## src/rtl/dmem_pkg.sv

```systemverilog
// Shared types for the data-memory responder: FSM states, word width and error causes.
package dmem_pkg;

    localparam int unsigned WORD_W = 32;

    typedef enum logic [1:0] {
        IDLE,
        WAIT,
        RESP
    } state_e;

    typedef enum logic [1:0] {
        ERR_NONE,
        ERR_MISALIGN,
        ERR_RANGE,
        ERR_CONFLICT
    } err_cause_e;

    // First matching cause wins: alignment, then range, then read/write conflict.
    function automatic err_cause_e check_req(
        input logic [WORD_W-1:0] addr,
        input logic              rd,
        input logic              wr,
        input logic [WORD_W-1:0] limit
    );
        if (addr[1:0] != 2'b00) return ERR_MISALIGN;
        if (addr >= limit)      return ERR_RANGE;
        if (rd && wr)           return ERR_CONFLICT;
        return ERR_NONE;
    endfunction

endpackage

```

## src/rtl/dmem_responder_if.sv

```systemverilog
// Load/store bus between the datapath (master) and the data-memory responder (slave).
interface dmem_responder_if;

    logic                         memread;
    logic                         memwrite;
    logic [dmem_pkg::WORD_W-1:0]  dir;
    logic [dmem_pkg::WORD_W-1:0]  dati;
    logic [dmem_pkg::WORD_W-1:0]  dato;
    logic                         busy;
    logic                         done;
    logic                         err;

    modport master (
        output memread, memwrite, dir, dati,
        input  dato, busy, done, err
    );

    modport slave (
        input  memread, memwrite, dir, dati,
        output dato, busy, done, err
    );

endinterface

```

## src/rtl/dmem_array.sv

```systemverilog
// Synchronous single-port word RAM with write enable and enabled registered read; not reset.
module dmem_array #(
    parameter int unsigned DEPTH_WORDS = 64
) (
    input  logic                           clk,
    input  logic                           we_i,
    input  logic                           re_i,
    input  logic [$clog2(DEPTH_WORDS)-1:0] addr_i,
    input  logic [dmem_pkg::WORD_W-1:0]    wdata_i,
    output logic [dmem_pkg::WORD_W-1:0]    rdata_o
);

    logic [dmem_pkg::WORD_W-1:0] mem_q [DEPTH_WORDS];

    // Read port only updates on an enabled read so the last load result is held.
    always_ff @(posedge clk) begin
        if (we_i) mem_q[addr_i] <= wdata_i;
        if (re_i) rdata_o <= mem_q[addr_i];
    end

endmodule

```

## src/rtl/dmem_responder.sv

```systemverilog
// Multi-cycle data-memory responder: captures a load/store, inserts wait states,
// performs the access on the edge entering RESP and pulses done/err for one cycle.
module dmem_responder
    import dmem_pkg::*;
#(
    parameter int unsigned DEPTH_WORDS = 64,
    parameter int unsigned WAIT_CYCLES = 2
) (
    input  logic             clk,
    input  logic             rst_n,
    dmem_responder_if.slave  bus
);

    localparam int unsigned       AW      = $clog2(DEPTH_WORDS);
    localparam int unsigned       CNT_W   = 4;
    localparam logic [WORD_W-1:0] LIMIT   = WORD_W'(4 * DEPTH_WORDS);
    localparam bit                NO_WAIT = (WAIT_CYCLES == 0);

    state_e            state_q;
    logic [CNT_W-1:0]  cnt_q;
    logic [AW-1:0]     idx_q;
    logic [WORD_W-1:0] dati_q;
    logic              store_q;
    err_cause_e        cause_q;
    logic              done_q;
    logic              err_q;
    logic              zero_q;

    logic              req_c;
    logic              store_live_c;
    err_cause_e        cause_live_c;
    logic              finish_c;
    logic [AW-1:0]     acc_idx_c;
    logic [WORD_W-1:0] acc_dati_c;
    logic              acc_store_c;
    logic              acc_ok_c;
    logic              we_c;
    logic              re_c;
    logic [WORD_W-1:0] rdata;

    assign req_c        = bus.memread | bus.memwrite;
    assign store_live_c = bus.memwrite & ~bus.memread;
    assign cause_live_c = check_req(bus.dir, bus.memread, bus.memwrite, LIMIT);

    // With no wait states the access uses the live request; otherwise the captured one.
    always_comb begin
        acc_idx_c   = idx_q;
        acc_dati_c  = dati_q;
        acc_store_c = store_q;
        acc_ok_c    = (cause_q == ERR_NONE);
        finish_c    = 1'b0;
        if (state_q == IDLE) begin
            acc_idx_c   = bus.dir[AW+1:2];
            acc_dati_c  = bus.dati;
            acc_store_c = store_live_c;
            acc_ok_c    = (cause_live_c == ERR_NONE);
            finish_c    = req_c && NO_WAIT;
        end else if (state_q == WAIT) begin
            finish_c    = (cnt_q == '0);
        end
    end

    assign we_c = finish_c & acc_store_c  & acc_ok_c & rst_n;
    assign re_c = finish_c & ~acc_store_c & acc_ok_c & rst_n;

    dmem_array #(
        .DEPTH_WORDS (DEPTH_WORDS)
    ) u_array (
        .clk     (clk),
        .we_i    (we_c),
        .re_i    (re_c),
        .addr_i  (acc_idx_c),
        .wdata_i (acc_dati_c),
        .rdata_o (rdata)
    );

    always_ff @(posedge clk or negedge rst_n) begin
        if (!rst_n) begin
            state_q <= IDLE;
            cnt_q   <= '0;
            idx_q   <= '0;
            dati_q  <= '0;
            store_q <= 1'b0;
            cause_q <= ERR_NONE;
            done_q  <= 1'b0;
            err_q   <= 1'b0;
            zero_q  <= 1'b1;
        end else begin
            done_q <= 1'b0;
            err_q  <= 1'b0;
            case (state_q)
                IDLE: begin
                    if (req_c) begin
                        idx_q   <= bus.dir[AW+1:2];
                        dati_q  <= bus.dati;
                        store_q <= store_live_c;
                        cause_q <= cause_live_c;
                        if (NO_WAIT) begin
                            state_q <= RESP;
                        end else begin
                            state_q <= WAIT;
                            cnt_q   <= CNT_W'(WAIT_CYCLES - 1);
                        end
                    end
                end
                WAIT: begin
                    if (cnt_q == '0) state_q <= RESP;
                    else             cnt_q   <= cnt_q - CNT_W'(1);
                end
                RESP:    state_q <= IDLE;
                default: state_q <= IDLE;
            endcase
            // A completing load decides whether dato shows RAM data or zero.
            if (finish_c) begin
                done_q <= 1'b1;
                err_q  <= ~acc_ok_c;
                if (!acc_store_c) zero_q <= ~acc_ok_c;
            end
        end
    end

    assign bus.busy = ((state_q == IDLE) && req_c) || (state_q == WAIT);
    assign bus.done = done_q;
    assign bus.err  = err_q;
    assign bus.dato = zero_q ? '0 : rdata;

endmodule

```

## src/flat_wrapper.sv

```systemverilog
// flat-port wrapper written by rule: the top's interface ports become plain ports
module dmem_responder_flat import dmem_pkg::*;
#(
    parameter int unsigned DEPTH_WORDS = 64,
    parameter int unsigned WAIT_CYCLES = 2
)
  (clk, rst_n, bus_memread, bus_memwrite, bus_dir, bus_dati, bus_dato, bus_busy, bus_done, bus_err);
  dmem_responder_if bus_i ();
  input  logic clk;
  input  logic rst_n;
  input wire logic [$bits(bus_i.memread)-1:0] bus_memread;
  input wire logic [$bits(bus_i.memwrite)-1:0] bus_memwrite;
  input wire logic [$bits(bus_i.dir)-1:0] bus_dir;
  input wire logic [$bits(bus_i.dati)-1:0] bus_dati;
  output wire logic [$bits(bus_i.dato)-1:0] bus_dato;
  output wire logic [$bits(bus_i.busy)-1:0] bus_busy;
  output wire logic [$bits(bus_i.done)-1:0] bus_done;
  output wire logic [$bits(bus_i.err)-1:0] bus_err;
  assign bus_i.memread = bus_memread;
  assign bus_i.memwrite = bus_memwrite;
  assign bus_i.dir = bus_dir;
  assign bus_i.dati = bus_dati;
  assign bus_dato = bus_i.dato;
  assign bus_busy = bus_i.busy;
  assign bus_done = bus_i.done;
  assign bus_err = bus_i.err;
  dmem_responder #(.DEPTH_WORDS(DEPTH_WORDS), .WAIT_CYCLES(WAIT_CYCLES)) u_core (.clk(clk), .rst_n(rst_n), .bus(bus_i));
endmodule
```

## config.mk

```make
export PLATFORM = sky130hd
export DESIGN_NAME = dmem_responder_flat
export DESIGN_NICKNAME = d
export VERILOG_FILES = /design/src/rtl/dmem_pkg.sv /design/src/rtl/dmem_responder_if.sv /design/src/rtl/dmem_array.sv /design/src/rtl/dmem_responder.sv /design/src/flat_wrapper.sv
export SDC_FILE = /design/constraint.sdc
export NUM_CORES = 2
export LEC_CHECK = 0
export ABC_AREA = 1
export CAP_MARGIN = 5
export CORE_MARGIN = 4
export CORE_UTILIZATION = 45
export CTS_BUF_LIST = sky130_fd_sc_hd__clkbuf_2
export CTS_CLUSTER_SIZE = 40
export DETAILED_ROUTE_END_ITERATION = 8
export SYNTH_ARGS = -nofsm -noshare
export SYNTH_HDL_FRONTEND = slang
export SYNTH_SLANG_ARGS = --single-unit
```

## constraint.sdc

```tcl
create_clock -name clk -period 6.1 [get_ports clk]
set_input_delay 1.22 -clock clk [delete_from_list [all_inputs] [get_ports clk]]
set_output_delay 1.22 -clock clk [all_outputs]
set_load 0.02 [all_outputs]
```

After elaboration in Yosys (flattened, before gate mapping)
Memory sizes are Yosys's and may differ from the RTL's. A register that Yosys moved wholly into a read port is not among the register bits.
Cells that the tools add are included.
{"block": "totals", "regBits": 50, "mem_bits_rw": 2048, "input_bits": 68, "output_inout_bits": 35, "wordCells": 69, "memories": 1}
{"block": "classes", "n_addsub": 1, "order_cmp": 1, "n_eq_ne": 4, "mux": 29, "bitwise": 11, "reduce_logical": 13}
{"name": "u_core.u_array.mem_q", "words": 64, "width": 32, "rd": 1, "rd_ports_with_merged_regs": 1, "wr": 1, "line": "dmem_array.sv:13", "source": "logic [dmem_pkg::WORD_W-1:0] mem_q [DEPTH_WORDS];"}
{"op": "$mux 32", "count": 2}
{"op": "$ge 32x9->1 const B", "count": 1}
{"op": "$mux 2", "count": 8}
{"op": "$mux 1", "count": 14}
{"op": "$mux 4", "count": 2}
{"op": "$pmux 4 s2", "count": 1}
{"op": "$and 1x1->1", "count": 7}
{"op": "$logic_not 2->1", "count": 3}
{"op": "$mux 6", "count": 1}
{"op": "$reduce_and 2->1", "count": 3}
{"op": "$logic_not 4->1", "count": 1}
{"op": "$ne 2x2->1 const B", "count": 2}
{"op": "$pmux 2 s2", "count": 1}
{"op": "$reduce_bool 2->1", "count": 2}
{"op": "$sub 4x1->4 const B", "count": 1}
{"op": "$not 1->1", "count": 3}
{"op": "$reduce_and 3->1", "count": 1}
{"op": "$eq 2x1->1 const B", "count": 1}
{"op": "$logic_and 1x1->1", "count": 2}
{"op": "$ne 2x1->1 const B", "count": 1}
{"op": "$logic_or 1x1->1", "count": 1}
{"op": "$or 1x1->1", "count": 1}

Longest topological paths before layout
{"block": "logic_depth", "word_depth": 14, "depth_mapped": 17, "ltp_nobuf": 14}

Modules after synthesis
A second synthesis with hierarchy kept.
{"block": "unflattened", "cells_unflattened": 8843, "area_unflattened_um2": 89614.7}
{"mod": "dmem_array", "instances": 1, "cells_per_inst": 8440, "area_per_inst_um2": 86823.3, "seq_area_each_um2": 62459.9}
{"mod": "dmem_responder", "instances": 1, "cells_per_inst": 403, "area_per_inst_um2": 2791.4, "seq_area_each_um2": 1252.5}

Worst setup path after synthesis
Ideal clock, no wire load.
{"block": "synth_path", "kind": "input to register", "from": "in bus_dati[0]", "to": "mem u_core.u_array.mem_q[0][0] in the netlist's numbering (data pin)", "setup_time_ns": 0.702, "arrival_time_ns": 3.788, "t_required_ns": 5.398, "slack_ns": 1.610, "stages": 2, "n_path_buf": 0, "path_cell_list": "inv_1 > o21ai_0"}
{"block": "synth_via", "elab_chain_cells": 1}
{"element": "start: declaration", "line": "flat_wrapper.sv:14", "source": "input wire logic [$bits(bus_i.dati)-1:0] bus_dati;"}
{"element": "$mux 32", "line": "dmem_responder.sv:52", "source": "if (state_q == IDLE) begin"}
{"element": "via u_core.acc_dati_c[0]", "line": "dmem_responder.sv:34", "source": "logic [WORD_W-1:0] acc_dati_c;"}
{"element": "end: declaration", "line": "dmem_array.sv:13"}
The timed path passes the listed nets, and every way through them passes these cells.

Worst setup path after layout
{"block": "layout_path", "from": "reg u_core.zero_q", "to": "out bus_dato[27]"}
{"block": "layout_via", "elab_chain_cells": 1}
{"element": "start: declaration", "line": "dmem_responder.sv:27", "source": "logic zero_q;"}
{"element": "start signal: assignment", "line": "dmem_responder.sv:117", "source": "if (!acc_store_c) zero_q <= ~acc_ok_c;"}
{"element": "$mux 32", "line": "dmem_responder.sv:125", "source": "assign bus.dato = zero_q ? '0 : rdata;"}
{"element": "end: declaration", "line": "flat_wrapper.sv:15", "source": "output wire logic [$bits(bus_i.dato)-1:0] bus_dato;"}
Every way passes these cells.

==> flow_summary.rst <==
.. list-table::
   :header-rows: 1

   * - Metric
     - Value
   * - Post-synthesis cell area
     - 0.09072 mm²
   * - RSZ-0062 raised after global routing
     - no
   * - Final nets
     - 9,439
   * - Floorplan Core Area
     - 0.2001 mm²
   * - Number of instances in the synthesized netlist
     - 8,957
   * - Final hold violation count
     - 0
   * - Maximum number of pins on one net before global-route repair
     - 166
   * - Largest clock skew in the final design
     - 0.1437 ns
   * - Crit path arrival time
     - 4.42 ns
   * - Synth warnings
     - 0
   * - Via density per instance
     - 5.375
   * - Crit-path max FO
     - 33
   * - Die boundary height
     - 457.0 µm
   * - Sequential cell area fraction in the yosys report
     - 70.23%
   * - Avg WL per Cell
     - 23.12 µm
   * - Crit path capture type
     - output pin
   * - Count of state elements after synthesis
     - 2,130
   * - Startpoint kind of the worst setup timing path
     - flip-flop
   * - Final clock period utilization by the worst path
     - 92.39%
   * - Top achievable clock speed
     - 177.4 MHz
   * - Antenna violations before repair
     - 17
   * - GRT Overall Usage
     - 26.86%
   * - Die Outline Area
     - 0.2088 mm²
   * - Detailed Routing Iterations Pass 1
     - 5
   * - Power Dens Cells
     - 543.6 mW/mm²
   * - Synth area leaders
     - edfxtp_1 69%, nand2_1 21%, nand3_1 4.0%
   * - Core Rows
     - 164
   * - Hold Worst Slack
     - 0.3107 ns
   * - Clock period minus final worst setup slack
     - 5.636 ns
   * - Layout overhead on the synthesized area
     - 11.37%
   * - Number of gates resized after CTS
     - 0
   * - Leakage power of the design
     - 42.86 nW
   * - Die outline width
     - 457.0 µm
   * - Non-filler cells in the finished layout
     - 12,390
   * - Class of the most critical hold timing path
     - in -> reg
   * - # DRC
     - 0
   * - Maximum clock insertion buffer count
     - 4
   * - Outcome
     - completed
   * - Final Slew Violations
     - 0
   * - Syn nets
     - 9,027
   * - Final cell utilization of the core
     - 50.50%
   * - Total wire length
     - 286,300 µm
   * - CTS tree
     - yes
   * - Worst path required time
     - 4.88 ns
   * - Number of maximum-capacitance violations
     - 0
   * - Accumulated negative setup slack
     - 0 ns
   * - Clock network latency to the later pin of the worst-skew pair
     - 1.89 ns
   * - I/O pin total
     - 103
   * - Overall overflow remaining after global route
     - 0
   * - Peak ir drop on the vdd network
     - 856.4 µV
   * - Final count of negative-setup-slack endpoints
     - 0
   * - Post-route total power
     - 54.92 mW
   * - Clk Tree Root Cell
     - clkbuf_2
   * - Type of the worst setup path
     - reg -> out
   * - Input/output buffers
     - 102
   * - DPL Wire Length
     - 152,600 µm
   * - Final ANT Viol Nets
     - 0
   * - Slew of the pin with the lowest slew margin
     - 1.365 ns
   * - Initial Util
     - 45.34%
   * - Via count
     - 66,580
   * - Area share of the leading cell type in the synthesized netlist
     - 68.85%
   * - Number of sinks driven by the clock tree
     - 2,130
   * - Cell type with the largest total area after synthesis
     - edfxtp_1
   * - # Post-CTS Setup Buffers
     - 0
   * - Synth unique cells
     - 29
   * - Number of buffers inserted during clock tree synthesis
     - 569
   * - Fraction of final layout cells with drive strength greater than 1
     - 12.35%
   * - Average instance area after synthesis
     - 10.13 µm²
   * - Violation count after the first detailed-route iteration
     - 7,865
   * - First-pass GRT wire length
     - 418,500 µm
   * - Relative slew margins
     - 9.019%
   * - Via count of the first global-routing pass
     - 63,590
   * - Deepest level of the CTS H-tree
     - 6
   * - Cell Count Post-Placement
     - 11,410
   * - Hold-fix buffers at CTS
     - 45
   * - Gpl congestion
     - 0.8631
   * - Clock-pin slew on the worst setup and hold paths
     - 0.10 ns
-- cell usage after synthesis --
cell      number
a21oi_1        2
a22oi_1        1
buf_1         95
buf_2        163
buf_4          3
buf_6          1
clkbuf_1     251
dfrtp_1       49
dfstp_2        1
edfxtp_1    2080
ha_1           2
inv_1        122
inv_2         13
nand2_1     5151
nand2_2        6
nand3_1      718
nand3b_1       1
nand4_1        1
nor2_1       196
nor2_4         1
nor3_1         3
nor3_2         4
nor3_4         4
nor3b_1        1
o211ai_1       1
o21ai_0       75
o21ai_1        8
o21ai_2        3
o22ai_1        1
-- state kept, by name, summed over array words and instances, names as in the netlist --
| signal | count |
|---|---|
| u_core.state_q | 2 |
| u_core.cnt_q | 4 |
| u_core.bus.err | 1 |
| u_core.u_array.rdata_o | 32 |
| u_core.store_q | 1 |
| u_core.zero_q | 1 |
| u_core.u_array.mem_q | 2048 |
| u_core.idx_q | 6 |
| u_core.bus.done | 1 |
| u_core.cause_q | 2 |
| u_core.dati_q | 32 |
-- logic make-up after synthesis --
logic type | share of synthesized area [%]
flops | 70.23
fa+ha+maj | 0.02758
compound gates | 0.5214
buf+inv | 2.927
simple gates | 26.29
-- worst max-delay path, cell delays in order, from the launching register on --
cell and delay [ns]:
dfstp_2 1.46, nor2_1 0.43, clkdlybuf4s50_1 0.66
-- final cells by class --
type | count | area [µm²]
antenna | 7 | 17.52
clock buffer | 839 | 4199
clock inverter | 86 | 411.6
fill | 18370 | 99040
inverter | 135 | 506.7
multi-input combinational | 6179 | 25350
sequential | 2130 | 63710
tap | 2656 | 3323
timing repair buffer | 354 | 3508
-- power breakdown --
part           switching [mW]  leakage (nW)  internal (mW)
Combinational            20.4          19.7           5.61
Sequential              0.149          19.4           19.3
Clock                    5.78          3.70           3.72
-- routing by layer --
layer | share of wire (%) | routed length [µm] | track usage [%]
met1 | 40 | 114100 | 36.47
met2 | 46 | 130400 | 41.59
met3 | 10 | 29120 | 5.814
met4 | 4.4 | 12590 | 12.26
met5 | 0.0094 | 27 | 0
-- worst paths after layout --
kind	from	to	slack [ns]	cells after the start
worst min-delay path	bus_dir[15]	u_core.cause_q[1]	0.31	7
max in group asynchronous	rst_n	u_core.dati_q[1]	4.81	4
worst max-delay path	u_core.zero_q	bus_dato[27]	0.46	2
min in group asynchronous	rst_n	u_core.dati_q[28]	0.79	4
worst max register to register	u_core.state_q[1]	u_core.u_array.rdata_o[12]	1.77	16
worst min register to register	u_core.dati_q[14]	u_core.dati_q[14]	0.49	2
-- cells in the final DEF (no fill, tap or decap), types with 2 or more instances in the layout --
cell type,count
nand2_1,5147
edfxtp_1,2080
clkbuf_2,839
nand3_1,718
buf_4,168
nor2_1,131
inv_1,122
clkdlybuf4s50_1,101
clkinv_1,67
nor2_4,66
dfrtp_1,49
dlygate4sd3_1,45
o21ai_0,43
buf_12,39
o21ai_4,34
inv_2,24
nor3_4,8
diode_2,7
o21ai_1,6
nand2_4,5
nand2_8,5
clkinv_2,4
o21ai_2,3
nor3_1,3
bufinv_16,3
a21oi_1,2
ha_1,2
-- stage by stage --
stage	setup slack (ns)	cell area, µm²
final	0.4643	101000
after global routing	0.3184	101000
after detailed placement	1.204	95930
after floorplan	1.610	90720
after CTS	0.2544	101000
after global placement	1.208	95930
Note: power is estimated with default switching activity, not from simulation.
